<file path="config.mk">
export PLATFORM = sky130hd
export DESIGN_NAME = adder_arbiter
export DESIGN_NICKNAME = d
export VERILOG_FILES = /design/src/rtl/adder_arbiter.sv
export SDC_FILE = /design/constraint.sdc
export NUM_CORES = 1
export LEC_CHECK = 0
export ABC_CLOCK_PERIOD_IN_PS = 2150
export CORE_UTILIZATION = 41
export DETAILED_ROUTE_END_ITERATION = 10
export GPL_TIMING_DRIVEN = 1
export PLACE_DENSITY = 0.75
export SLEW_MARGIN = 20
export SYNTH_ARGS = -nofsm -noshare
export SYNTH_HDL_FRONTEND = slang
export SYNTH_SLANG_ARGS = --single-unit
export TNS_END_PERCENT = 10
</file>
<file path="constraint.sdc">
create_clock -name clk -period 2.15 [get_ports clk]
set_input_delay 0.3225 -clock clk [delete_from_list [all_inputs] [get_ports clk]]
set_output_delay 0.3225 -clock clk [all_outputs]
set_load 0.03 [all_outputs]
</file>
<file path="src/rtl/adder_arbiter.sv">
// Round-robin arbiter sharing one 6-bit ripple-carry adder between two requesters.
// Operands are latched on the grant edge; the sum is returned with a one-cycle done pulse.

module binary_adder #(
  parameter int WIDTH = 6
) (
  input  logic [WIDTH-1:0] a,
  input  logic [WIDTH-1:0] b,
  output logic [WIDTH-1:0] sum
);

  logic carry;

  // The final carry is dropped, so the result wraps modulo 2**WIDTH.
  always_comb begin
    carry = 1'b0;
    sum   = '0;
    for (int i = 0; i < WIDTH; i++) begin
      sum[i] = a[i] ^ b[i] ^ carry;
      carry  = (a[i] & b[i]) | (carry & (a[i] ^ b[i]));
    end
  end

endmodule

// state | meaning
// IDLE  | no owner; arbitrate between req0/req1 on each edge
// GRANT | owner's operands drive the adder; sum captured on exit
// DONE  | owner's done pulses; back to IDLE without sampling req
module adder_arbiter #(
  parameter int WIDTH = 6
) (
  input  logic             clk,
  input  logic             rst_n,
  input  logic             req0,
  input  logic [WIDTH-1:0] a0,
  input  logic [WIDTH-1:0] b0,
  output logic             gnt0,
  output logic             done0,
  output logic [WIDTH-1:0] sum0,
  input  logic             req1,
  input  logic [WIDTH-1:0] a1,
  input  logic [WIDTH-1:0] b1,
  output logic             gnt1,
  output logic             done1,
  output logic [WIDTH-1:0] sum1,
  output logic             busy
);

  typedef enum logic [1:0] {
    S_IDLE  = 2'd0,
    S_GRANT = 2'd1,
    S_DONE  = 2'd2
  } state_t;

  state_t           state;
  state_t           state_nxt;
  logic             owner;
  logic             last;
  logic             pick;
  logic             any_req;
  logic [WIDTH-1:0] op_a;
  logic [WIDTH-1:0] op_b;
  logic [WIDTH-1:0] sum0_q;
  logic [WIDTH-1:0] sum1_q;
  logic [WIDTH-1:0] add_sum;

  binary_adder #(.WIDTH(WIDTH)) u_adder (
    .a   (op_a),
    .b   (op_b),
    .sum (add_sum)
  );

  // On a tie the requester that was not served last wins.
  always_comb begin
    any_req = req0 | req1;
    pick    = (req0 && req1) ? ~last : req1;
  end

  always_ff @(posedge clk or negedge rst_n) begin
    if (!rst_n) begin
      state <= S_IDLE;
    end else begin
      state <= state_nxt;
    end
  end

  always_comb begin
    state_nxt = state;
    case (state)
      S_IDLE:  if (any_req) state_nxt = S_GRANT;
      S_GRANT: state_nxt = S_DONE;
      S_DONE:  state_nxt = S_IDLE;
      default: state_nxt = S_IDLE;
    endcase
  end

  always_ff @(posedge clk or negedge rst_n) begin
    if (!rst_n) begin
      owner  <= 1'b0;
      last   <= 1'b1;
      op_a   <= '0;
      op_b   <= '0;
      sum0_q <= '0;
      sum1_q <= '0;
    end else begin
      if (state == S_IDLE && any_req) begin
        owner <= pick;
        last  <= pick;
        op_a  <= pick ? a1 : a0;
        op_b  <= pick ? b1 : b0;
      end
      if (state == S_GRANT) begin
        if (owner) sum1_q <= add_sum;
        else       sum0_q <= add_sum;
      end
    end
  end

  // Outputs decode registered state only; nothing combinational from req or operands.
  always_comb begin
    busy  = (state != S_IDLE);
    gnt0  = busy && !owner;
    gnt1  = busy && owner;
    done0 = (state == S_DONE) && !owner;
    done1 = (state == S_DONE) && owner;
    sum0  = sum0_q;
    sum1  = sum1_q;
  end

endmodule

</file>
==> impl_metrics.py <==
metrics = {
    "synth": {
        "yosysWarnings": 0,
        "yosys.cell_types.count": 21,
        "syn_inst": 98,
        "syn_nets": 131,
        "synth_area_leaders": "dfrtp_1, mux2_2, mux2_4, fa_1, mux2i_1",
        "synthAdderAreaFrac_pct": 6.740,
        "yosys.area_share.simple_pct": 4.645,
        "synth_compound_area_share_pct": 3.279,
        "synth_top_family_by_area": "multiplexers",
        "synth.top_cell.area_share_pct": 49.18,
        "syn-mean-instance-area_um2": 14.02,
        "synth_area_leader_cell": "dfrtp_1",
        "muxShareOfSynthArea_pct": 28.96,
        "synth-seq-area-share_pct": 51.09,
        "syn-cell-area_mm2": 0.001374,
        "ys_ff_latch": 28,
        "synthXorXnorAreaFrac_pct": 1.275,
    },
    "detailed_routing": {
        "ant_nets": 0,
        "drc": 0,
        "drt_iter0_drc": 19,
        "vias": 890,
        "wire_per_inst_um": 12.90,
        "finalWirelength_um": 2476,
        "vias_per_cell": 4.635,
        "firstDrtPassIters": 4,
    },
    "run_status": {
        "status": "complete, but fails checks",
        "violations": "negative setup slack",
    },
    "pwr": {
        "irDropWorstVdd_mv": 0.5559,
        "pwr_density_cell_mw_per_mm2": 1551,
        "p_total_mw": 3.005,
        "p_leak_nw": 0.8744,
    },
    "worst_setup_path": {
        "cpLargestDelayFamily": "adder cells",
        "critical_path.max_fanout": 2,
        "crit_path_frequent_cell": "fa_2",
        "cp-start-kind": "flop",
        "worstSetupPathType": "flop to flop",
        "crit_path_end_kind": "flop",
        "critPathBufInv": 2,
        "crit_required_ns": 2.37,
        "worst_path_max_delay_cell": "fa_2",
        "max_stage_delay_ns": 0.42,
        "cp.arrival_ns": 2.57,
        "crit_chain": "ha_1 -> inv_1 -> fa_1 -> inv_1 -> fa_2 -> fa_2 -> fa_2 -> mux2_2",
    },
    "floorplan": {
        "core_mm2": 0.003128,
        "start_util_pct": 43.92,
        "die_h_um": 59.89,
        "rows": 20,
        "dieArea_mm2": 0.003586,
        "die_w_um": 59.89,
        "io_pins": 45,
    },
    "clock_network": {
        "cts_made_buffers": 3,
        "cts.root.buffer_cell": "clkbuf_4",
        "cts.sinks": 28,
        "cts_tree": "built",
        "clk_latency_ns": 0.32,
        "clockBufferDepth": 2,
        "cts.clk_slew.worst_paths_ns": 0.14,
        "cts_hold_buffers": 0,
        "cts_htree_levels": 1,
    },
    "finish": {
        "nNetsFinal": 182,
        "syn_to_final_growth_pct": 41.07,
        "design_area_mm2": 0.001938,
        "drive_gt1_share_pct": 30.41,
        "stdcell_count": 192,
        "mostFrequentLayoutCells": "clkdlybuf4s50_1, dfrtp_1, mux2_2",
        "fin_util_pct": 61.96,
        "layout_commonest_cell": "clkdlybuf4s50_1",
        "fillers": 257,
        "diodes": 0,
    },
    "place": {
        "io_buffers": 44,
        "hpwl_um": 1957,
        "dp.cells": 187,
        "gp_congestion": 0.6849,
        "place_area_mm2": 0.001879,
        "pre_cts_slack_ns": -0.2435,
    },
    "sta": {
        "report.final.slew_viol_count": 0,
        "fmax_mhz": 424.7,
        "holdWs_ns": 0.3643,
        "setup_slack_ns": -0.2045,
        "max_slew_margin_pct": 76.44,
        "clock_skew_ns": 0.002238,
        "tightest_slew_ns": 0.3529,
        "timing.final.hold_violations": 0,
        "final.min_clock_period_ns": 2.354,
        "setup-tns-final_ns": -0.6638,
        "finalCritPeriodShare_pct": 109.5,
        "rsz0062_at_grt": "yes",
        "setup_violations": 4,
    },
    "grt": {
        "antenna_found_initial": 0,
        "grt_pass1_wl_um": 4077,
        "grt_max_degree": 29,
        "grt_pass1_vias": 926,
        "grt_overflow": 0,
        "grt_usage_pct": 15.52,
    },
    "worst_hold_path": {
        "hp-class": "input port to async pin",
    },
    "run": {
        "maxCapViolations": 0,
    },
}
-- layout make-up --
| type | count | area [µm²] | share of cell area, % |
|---|---|---|---|
| inverters | 8 | 30.03 | 1.549 |
| well taps | 44 | 55.05 | 2.841 |
| repair buffers | 49 | 480.5 | 24.79 |
| flip-flops and latches | 28 | 701.9 | 36.22 |
| multi-input cells | 59 | 634.4 | 32.73 |
| clock buffers | 4 | 36.28 | 1.872 |
-- worst reg2reg max path, stage by stage (launching register included) --
cell     delay [ns]
dfrtp_1        0.41
ha_1           0.19
inv_1          0.06
fa_1           0.16
inv_1          0.05
fa_2           0.34
fa_2           0.35
fa_2           0.42
mux2_2         0.27
-- worst paths after layout --
check / start / to / slack, ns / cells past startpoint
min: rst_n / sum1[0] / 0.36 / 2
max reg2reg: op_a[0] / sum0[4] / -0.20 / 8
max in group asynchronous: rst_n / last / 1.48 / 2
min reg2reg: last / last / 0.49 / 2
max: op_a[0] / sum0[4] / -0.20 / 8
min in group clk: last / last / 0.49 / 2
-- layer usage --
layer  global-route usage, %  wire, µm  share of wire (%)  up-vias
li1                        -         -                  -      432
met1                   18.88      1027                 41      430
met2                   27.14      1344                 54       26
met3                   3.030        91                3.7        2
met4                   5.648        13               0.53        0
met5                       0         0                  0        -
-- cells by family after synthesis --
| group | after synthesis |
|---|---|
| flip-flops | 28 |
| multiplexers | 34 |
| XOR/XNOR | 2 |
| adder cells (fa/ha/maj) | 5 |
| AND/OR/NAND/NOR | 12 |
| AO/OA/AOI/OAI | 6 |
| buffers and inverters | 11 |
-- registers in the layout (all words and copies together) (netlist names) --
signal and count:
op_a 6, op_b 6, sum1 6, last 1, sum0 6, state 2
owner 1
-- power breakdown --
part / internal (mW) / switching [mW] / leakage, nW
clock: 0.104 / 0.143 / 0.0210
sequential: 0.807 / 0.183 / 0.332
combinational: 0.910 / 0.860 / 0.521
-- repair_timing --
action | 4_1_cts | 5_1_grt
buffers inserted | 1 | 0
endpoints found under the setup margin | 4 | 8
resized for setup | 4 | 2
pin swaps | 1 | 0
-- cells in the mapped netlist (all sizes together) --
| library cell | instances |
|---|---|
| mux2 | 28 |
| dfrtp | 27 |
| inv | 8 |
| mux2i | 6 |
| o21ai | 5 |
| fa | 4 |
| nand2 | 4 |
| buf | 3 |
| nor2 | 3 |
| nor3b | 2 |
| a21bo | 1 |
| dfstp | 1 |
| ha | 1 |
| nand3b | 1 |
| nor2b | 1 |
| or3b | 1 |
| xnor2 | 1 |
| xor2 | 1 |
(Power assumes the default switching activity.)
